==> src/rtl/gfx_write_scheduler.sv <==
// In-order command buffer between the execute stage and the VGA write ports.
// Commands are released only while the blanking window their target needs is open.
module gfx_write_scheduler #(
    parameter int DEPTH = 8,
    parameter int AW    = 3
) (
    input  logic          clk,
    input  logic          reset,
    input  logic          cmd_valid,
    input  logic [1:0]    cmd_type,
    input  logic [4:0]    cmd_sel,
    input  logic [10:0]   cmd_a,
    input  logic [8:0]    cmd_b,
    input  logic          cmd_vis,
    input  logic          vblank,
    input  logic          hblank,
    output logic          stall,
    output logic          spr_pos_we,
    output logic          spr_attr_we,
    output logic [4:0]    spr_sel,
    output logic [9:0]    spr_x,
    output logic [8:0]    spr_y,
    output logic          spr_vis,
    output logic          spr_attr,
    output logic          font_we,
    output logic [10:0]   font_addr,
    output logic [3:0]    font_data,
    output logic          bck_we,
    output logic [1:0]    bck,
    output logic [AW:0]   fill,
    output logic [1:0]    dbg_state
);

    localparam int EW = 28;
    localparam logic [AW:0] FULL = (AW+1)'(DEPTH);
    localparam logic [AW:0] ONE  = (AW+1)'(1);

    localparam logic [1:0] T_POS  = 2'b00;
    localparam logic [1:0] T_ATTR = 2'b01;
    localparam logic [1:0] T_FONT = 2'b10;
    localparam logic [1:0] T_BCK  = 2'b11;

    typedef enum logic [1:0] {
        S_EMPTY = 2'd0,
        S_WAIT  = 2'd1,
        S_DRAIN = 2'd2
    } state_t;

    state_t          state_q;
    logic [EW-1:0]   mem_q [DEPTH];
    logic [AW-1:0]   wr_ptr_q, wr_ptr_d;
    logic [AW-1:0]   rd_ptr_q, rd_ptr_d;
    logic [AW:0]     fill_q, fill_d;

    logic            spr_pos_we_q, spr_attr_we_q, font_we_q, bck_we_q;
    logic [4:0]      spr_sel_q;
    logic [9:0]      spr_x_q;
    logic [8:0]      spr_y_q;
    logic            spr_vis_q, spr_attr_q;
    logic [10:0]     font_addr_q;
    logic [3:0]      font_data_q;
    logic [1:0]      bck_q;

    logic [EW-1:0]   head_w;
    logic [1:0]      head_type;
    logic [4:0]      head_sel;
    logic [10:0]     head_a;
    logic [8:0]      head_b;
    logic            head_vis;
    logic            head_ok;
    logic            push;
    logic            pop;
    logic            last_pop;

    // Handshake: a command transfers on any cycle with cmd_valid=1 and stall=0.
    // While stall=1 the source keeps cmd_* stable and cmd_valid high; nothing is taken.
    assign stall    = (fill_q == FULL);
    assign push     = cmd_valid && !stall;

    assign head_w    = mem_q[rd_ptr_q];
    assign head_type = head_w[27:26];
    assign head_sel  = head_w[25:21];
    assign head_a    = head_w[20:10];
    assign head_b    = head_w[9:1];
    assign head_vis  = head_w[0];

    // Font RAM is only read during active pixels, so hblank is enough for it;
    // sprite table and background are latched per frame and need vblank.
    assign head_ok  = (head_type == T_FONT) ? (vblank || hblank) : vblank;
    assign pop      = (fill_q != '0) && head_ok;
    assign last_pop = pop && (fill_q == ONE) && !push;

    always_ff @(posedge clk) begin
        if (push) begin
            mem_q[wr_ptr_q] <= {cmd_type, cmd_sel, cmd_a, cmd_b, cmd_vis};
        end
    end

    always_comb begin
        wr_ptr_d = wr_ptr_q;
        rd_ptr_d = rd_ptr_q;
        fill_d   = fill_q;
        if (push) begin
            wr_ptr_d = wr_ptr_q + AW'(1);
        end
        if (pop) begin
            rd_ptr_d = rd_ptr_q + AW'(1);
        end
        case ({push, pop})
            2'b10:   fill_d = fill_q + ONE;
            2'b01:   fill_d = fill_q - ONE;
            default: fill_d = fill_q;
        endcase
    end

    always_ff @(posedge clk) begin
        if (reset) begin
            wr_ptr_q <= '0;
            rd_ptr_q <= '0;
            fill_q   <= '0;
        end else begin
            wr_ptr_q <= wr_ptr_d;
            rd_ptr_q <= rd_ptr_d;
            fill_q   <= fill_d;
        end
    end

    // Sequencer state plus the registered write ports; data fields are only
    // touched by the command type that owns them.
    always_ff @(posedge clk) begin
        if (reset) begin
            state_q       <= S_EMPTY;
            spr_pos_we_q  <= 1'b0;
            spr_attr_we_q <= 1'b0;
            font_we_q     <= 1'b0;
            bck_we_q      <= 1'b0;
            spr_sel_q     <= '0;
            spr_x_q       <= '0;
            spr_y_q       <= '0;
            spr_vis_q     <= 1'b0;
            spr_attr_q    <= 1'b0;
            font_addr_q   <= '0;
            font_data_q   <= '0;
            bck_q         <= '0;
        end else begin
            spr_pos_we_q  <= 1'b0;
            spr_attr_we_q <= 1'b0;
            font_we_q     <= 1'b0;
            bck_we_q      <= 1'b0;

            if (pop) begin
                case (head_type)
                    T_POS: begin
                        spr_pos_we_q <= 1'b1;
                        spr_sel_q    <= head_sel;
                        spr_x_q      <= head_a[9:0];
                        spr_y_q      <= head_b;
                        spr_vis_q    <= head_vis;
                    end
                    T_ATTR: begin
                        spr_attr_we_q <= 1'b1;
                        spr_sel_q     <= head_sel;
                        spr_attr_q    <= head_b[0];
                    end
                    T_FONT: begin
                        font_we_q   <= 1'b1;
                        font_addr_q <= head_a;
                        font_data_q <= head_b[3:0];
                    end
                    T_BCK: begin
                        bck_we_q <= 1'b1;
                        bck_q    <= head_a[1:0];
                    end
                    default: ;
                endcase
            end

            case (state_q)
                S_EMPTY: begin
                    if (push) begin
                        state_q <= S_WAIT;
                    end
                end
                S_WAIT: begin
                    if (pop) begin
                        state_q <= last_pop ? S_EMPTY : S_DRAIN;
                    end
                end
                S_DRAIN: begin
                    if (last_pop) begin
                        state_q <= S_EMPTY;
                    end else if (!pop) begin
                        state_q <= S_WAIT;
                    end
                end
                default: state_q <= S_EMPTY;
            endcase
        end
    end

    assign spr_pos_we  = spr_pos_we_q;
    assign spr_attr_we = spr_attr_we_q;
    assign spr_sel     = spr_sel_q;
    assign spr_x       = spr_x_q;
    assign spr_y       = spr_y_q;
    assign spr_vis     = spr_vis_q;
    assign spr_attr    = spr_attr_q;
    assign font_we     = font_we_q;
    assign font_addr   = font_addr_q;
    assign font_data   = font_data_q;
    assign bck_we      = bck_we_q;
    assign bck         = bck_q;
    assign fill        = fill_q;
    assign dbg_state   = state_q;

endmodule

==> config.mk <==
export PLATFORM = sky130hd
export DESIGN_NAME = gfx_write_scheduler
export DESIGN_NICKNAME = d
export VERILOG_FILES = /design/src/rtl/gfx_write_scheduler.sv
export SDC_FILE = /design/constraint.sdc
export NUM_CORES = 1
export LEC_CHECK = 0
export ABC_AREA = 0
export CAP_MARGIN = 20
export CORE_ASPECT_RATIO = 0.6
export CORE_UTILIZATION = 28
export CTS_CLUSTER_DIAMETER = 100
export DETAILED_ROUTE_END_ITERATION = 10
export MAX_ROUTING_LAYER = met4
export PLACE_DENSITY = 0.52
export SLEW_MARGIN = 5
export SYNTH_ARGS = -nofsm -noshare
export SYNTH_HDL_FRONTEND = slang
export SYNTH_SLANG_ARGS = --single-unit
==> constraint.sdc <==
create_clock -name clk -period 4.2 [get_ports clk]
set_input_delay 0.84 -clock clk [delete_from_list [all_inputs] [get_ports clk]]
set_output_delay 0.84 -clock clk [all_outputs]
set_load 0.03 [all_outputs]
# After elaboration in Yosys (flattened, before gate mapping)
# Memories as Yosys holds them, arrays and structs flattened. A register that Yosys moved wholly into a read port is not among the register bits.
# Cells that the tools add are included.
[word_totals] reg_bits=59 ram_bits=224 in_bits=33 output_inout_bits=54 word_cells=69 memories=1
[mem_list] memory="mem_q" words=8 word_bits=28 read_ports=1 rd_clocked_by_memory_dff=1 write_ports=1 line_no="50" source="logic [EW-1:0] mem_q [DEPTH];"
[classes] n_addsub=4 n_eq_ne=12 muxes=16 bitwise_logic=1 reduce_logical=19
[op_table] operator="2-bit 2-to-1 mux" n=5
[op_table] operator="2-bit AND reduction" n=5
[op_table] operator="2-bit equality test, second input constant" n=4
[op_table] operator="4-bit case mux with 2 select lines" n=1
[op_table] operator="1-bit 2-to-1 mux" n=7
[op_table] operator="3-bit by 1-bit adder with 3-bit output, second input constant" n=2
[op_table] operator="2-bit by 1-bit equality test with 1-bit output, second input constant" n=3
[op_table] operator="3-bit 2-to-1 mux" n=2
[op_table] operator="2-bit case mux with 3 select lines" n=1
[op_table] operator="4-bit by 1-bit adder with 4-bit output, second input constant" n=1
[op_table] operator="4-bit by 1-bit equality test with 1-bit output, second input constant" n=1
[op_table] operator="4-bit equality test, second input constant" n=1
[op_table] operator="1-bit logical AND" n=4
[op_table] operator="2-bit zero test" n=2
[op_table] operator="2-bit inequality test, second input constant" n=2
[op_table] operator="4-bit nonzero test" n=1
[op_table] operator="2-bit OR reduction" n=2
[op_table] operator="4-bit by 1-bit subtractor with 4-bit output, second input constant" n=1
[op_table] operator="3-bit inequality test, second input constant" n=1
[op_table] operator="3-bit AND reduction" n=1
[op_table] operator="1-bit zero test" n=2
[op_table] operator="2-bit nonzero test" n=1
[op_table] operator="1-bit logical OR" n=1
[op_table] operator="1-bit inverter" n=1

# Longest topological paths before layout
[logic_depth] word_depth=8 ltp_mapped=11

# Worst setup path before layout
# OpenSTA, ideal clock, no wires.
[synth_path] kind="register -> register" from="register fill_q[0] (netlist: fill[0])" to="memory mem_q[0][0] (enable)" setup_ns=0.484 t_arrival_ns=4.111 t_required_ns=3.716 setup_slack_ns=-0.395 stages_incl_launch_ff=8 synth_period_minus_slack_ns=4.595 cell_sequence="dfxtp_1 > inv_1 > ha_1 > nand3b_1 > and2_1 > clkbuf_1 > inv_1 > nor4_1"
[synth_between] elab_chain_cells=5
[synth_lines] element="from (decl)" line_no="53" source="logic [AW:0] fill_q, fill_d;"
[synth_lines] element="from (signal assigned)" line_no="124" source="fill_q <= fill_d;"
[synth_lines] element="4-bit equality test" line_no="77" source="assign stall = (fill_q == FULL);"
[synth_lines] element="1-bit zero test" line_no="78" source="assign push = cmd_valid && !stall;"
[synth_lines] element="1-bit logical AND" line_no="78"
[synth_lines] element="1-bit 2-to-1 mux" line_no="94" source="if (push) begin"
[synth_lines] element="1-bit 2-to-1 mux (not written as such)" line_no="95" source="mem_q[wr_ptr_q] <= {cmd_type, cmd_sel, cmd_a, cmd_b, cmd_vis};"
[synth_lines] element="to (decl)" line_no="50"
# No other way between the ends.

==> metrics <==
status=complete, no violations; Synth top area share=roughly three fifths; max-slew violation count=0; syn avg cell area=between 15 and 20 µm²; Area contributors post-synth=edfxtp_1 62%, dfxtp_1 11%, mux4_2 11%, mux2i_1 4.4%, mux2_2 2.0%; number of antenna violations at the first check in global routing=1; final count of hold timing violations=0; flops & latches, synth=286; fillers=3554; pwr dens=576.1 nW/µm²; antenna cells=0; All-Layer GR Usage=between 10% and 20%; Tightest Hold Check Type=reg2reg; hold_sp=spr_x[7]$_SDFFE_PP0P_; Clock Skew=0.01348 ns; P&R area growth vs syn=22.03%; Die Span Y=about 150 µm; register area share after synthesis=between 70 and 80%; multi-input logic area=2831 µm²; die area=39770 µm²; Starting Density=28.66%; row count=55; EDFF count, synth=roughly 220; Max IR drop VDD=0.2974 mV; crit end category=flop; Async SR Flop Fraction=0%; Final Core Density=34.97%; number of buffers created by CTS=27; Max Root-Sink Buffers=3; number of cells upsized or downsized after cts=0; detail-routed via count per cell=4.471; first-pass GRT wire length=about 36 mm; ys flop type=edfxtp_1; Final GP Congestion=0.7417; # nets final=714; biggest area consumer among synthesized cells=edfxtp_1; Final WS setup=0.7624 ns; Leak=approximately 4.3 nW; Period minus WS final=3.438 ns; setup TNS=0 ns; Distinct cells, synth=between 40 and 50; CTS sink count=286; DRT iter0 DRCs=367; Cells on Worst Hold Path=2; layout cells sized above 1=a little under a quarter; dpl cells=1159; clock root buffer=clkbuf_16; Post-Syn Instances=573; maxcap violations=0; Arr. time, crit path=3.84 ns; Routed WL=23.39 mm; Core Box Area=38060 µm²; Final Setup Violations=0; worst-path fanout max=21; H-tree levels=1; vias in the first global route=5534; 1st-pass router iterations=4; aggregate global routing overflow=0; final cell count without fillers=1209; via count=roughly 5400; Req. time, crit path=4.60 ns; Max Freq=0.2909 GHz; Hold Crit Endpoint=spr_x[7]$_SDFFE_PP0P_; Crit Path Category=reg2reg; IO buf count=86; fin crit share=81.85%; ANT nets after route=0; largest net degree at the start of global routing=47; Post-CTS Hold Fix Bufs=0; Crit Reg-Reg Endpoint=fill[3]$_SDFFE_PP0P_; DRC viols=0; flip-flop and latch area=7974 µm²; clock latency on the worst-skew pair=roughly 0.55 ns; worst reg2reg setup slack=0.76 ns; Post-Syn Nets=612; Die X=about 260 µm; mapped cell area=10910 µm²; # IOs=87; Slew headroom=36.53%; per-cell routed wire length=between 15 and 20 µm; reg2reg path depth=9; # Post-CTS Setup Buffers=0; dpl hpwl=13.69 mm; CP Launch Type=flop; worst slack, placed=0.7524 ns; Reg clk slew, reported paths=0.07 ns; Yosys warning total=0; actual slew at the worst max-slew pin=0.9521 ns; CTS tree=built; RSZ-0062 raised after global routing=false
[layout by cell type, fill, tap and decap left out, types with 2 or more instances in the layout]
master / instances
mux4_2: 53
mux2i_1: 48
nor3_2: 4
clkinv_2: 7
inv_6: 3
nor2_4: 4
clkbuf_1: 5
clkbuf_16: 27
nor2b_1: 8
bufinv_16: 3
nor2_1: 52
dfxtp_1: 59
clkinv_4: 2
and2_1: 2
dfxtp_2: 2
mux2_2: 19
xnor2_1: 2
clkdlybuf4s50_1: 85
xor2_1: 3
nand2b_1: 2
ha_1: 6
nand2_1: 9
edfxtp_1: 224
clkinvlp_4: 2
or4b_2: 2
a21oi_1: 5
inv_1: 5
a211oi_1: 7
or3_1: 2
a211oi_2: 6
buf_4: 14
nor2_2: 3
[critical path, stage by stage, from the launching register on]
cell and delay (ns):
dfxtp_4 0.61, mux4_1 0.66, mux2i_2 0.29, a41oi_2 0.24
nor2_4 0.23, ha_1 0.27, or4b_2 0.60, a21oi_1 0.21
xnor2_1 0.14, nor2_1 0.05
[synthesized netlist by cell type, types with 3 or more instances]
| library cell | count |
|---|---|
| xor2_1 | 3 |
| ha_1 | 6 |
| clkbuf_1 | 11 |
| mux2i_1 | 48 |
| nor2_1 | 55 |
| mux4_2 | 53 |
| a211oi_2 | 7 |
| a21oi_1 | 5 |
| nor2b_1 | 8 |
| buf_2 | 7 |
| buf_1 | 5 |
| dfxtp_1 | 62 |
| inv_1 | 5 |
| mux2_2 | 19 |
| nand2_1 | 9 |
| a211oi_1 | 7 |
| edfxtp_1 | 224 |
| nor3_1 | 4 |
| nor2_2 | 3 |
[sequential cells by signal, indices dropped and copies added (netlist names), 2 cells and up, named ones only]
register and count:
mem_q 224, rd_ptr_q 3, font_addr 11, wr_ptr_q 3, spr_y 9, bck 2
spr_sel 5, fill 4, spr_x 10, dbg_state 2, font_data 4
[stage by stage]
step	instance area, µm²	total power, mW	hold WS [ns]
6_report	13310	7.668	0.4963
2_1_floorplan	10910	4.744	0.4539
4_1_cts	13310	7.792	0.4984
3_5_place_dp	12430	5.314	0.4827
5_1_grt	13310	8.039	0.5110
3_3_place_gp	12430	5.311	0.4785
[how the worst max path moves through the flow]
stage                            endpoint  slack [ns]
floorplan           mem_q[2][0]$_DFFE_PP_        0.34
global placement     fill[3]$_SDFFE_PP0P_        0.78
detailed placement   fill[3]$_SDFFE_PP0P_        0.75
CTS                  fill[3]$_SDFFE_PP0P_        0.75
global route         fill[3]$_SDFFE_PP0P_        0.53
finish               fill[3]$_SDFFE_PP0P_        0.76
[logic make-up (layout without fill, tap and decap cells)]
group / Yosys count / in the layout / share of synthesized area, %
mux: 123 / 123 / 17.78
xor+xnor: 5 / 5 / 0.4016
fa+ha+maj: 6 / 6 / 0.6883
flops: 286 / 286 / 73.05
buf+inv: 32 / 155 / 1.583
compound gates: 25 / 25 / 2.122
simple gates: 96 / 96 / 4.371
[per-layer routing]
| metal | up-vias | track usage [%] | part of all wire, % | wire, µm |
|---|---|---|---|---|
| met5 | - | - | 0 | 0 |
| met4 | 0 | 2.098 | 1.7 | 390 |
| met3 | 37 | 2.281 | 4.3 | 1015 |
| met2 | 104 | 17.63 | 43 | 10140 |
| met1 | 2795 | 18.42 | 51 | 11840 |
| li1 | 2469 | - | - | - |
[layout make-up]
cell class                      instances  area share, %
Clock buffer                           32          5.218
Clock inverter                         18          1.410
Inverter                                5         0.1410
Multi-Input combinational cell        255          21.27
Sequential cell                       286          59.91
Tap cell                              513          4.823
Timing Repair Buffer                  100          7.220
[where the power goes]
| part | total [mW] | switching (mW) | internal, mW |
|---|---|---|---|
| Sequential | 3.42 | 0.156 | 3.26 |
| Clock | 2.45 | 1.07 | 1.38 |
| Combinational | 1.80 | 0.944 | 0.855 |
Note: power is estimated with default switching activity, not from simulation.
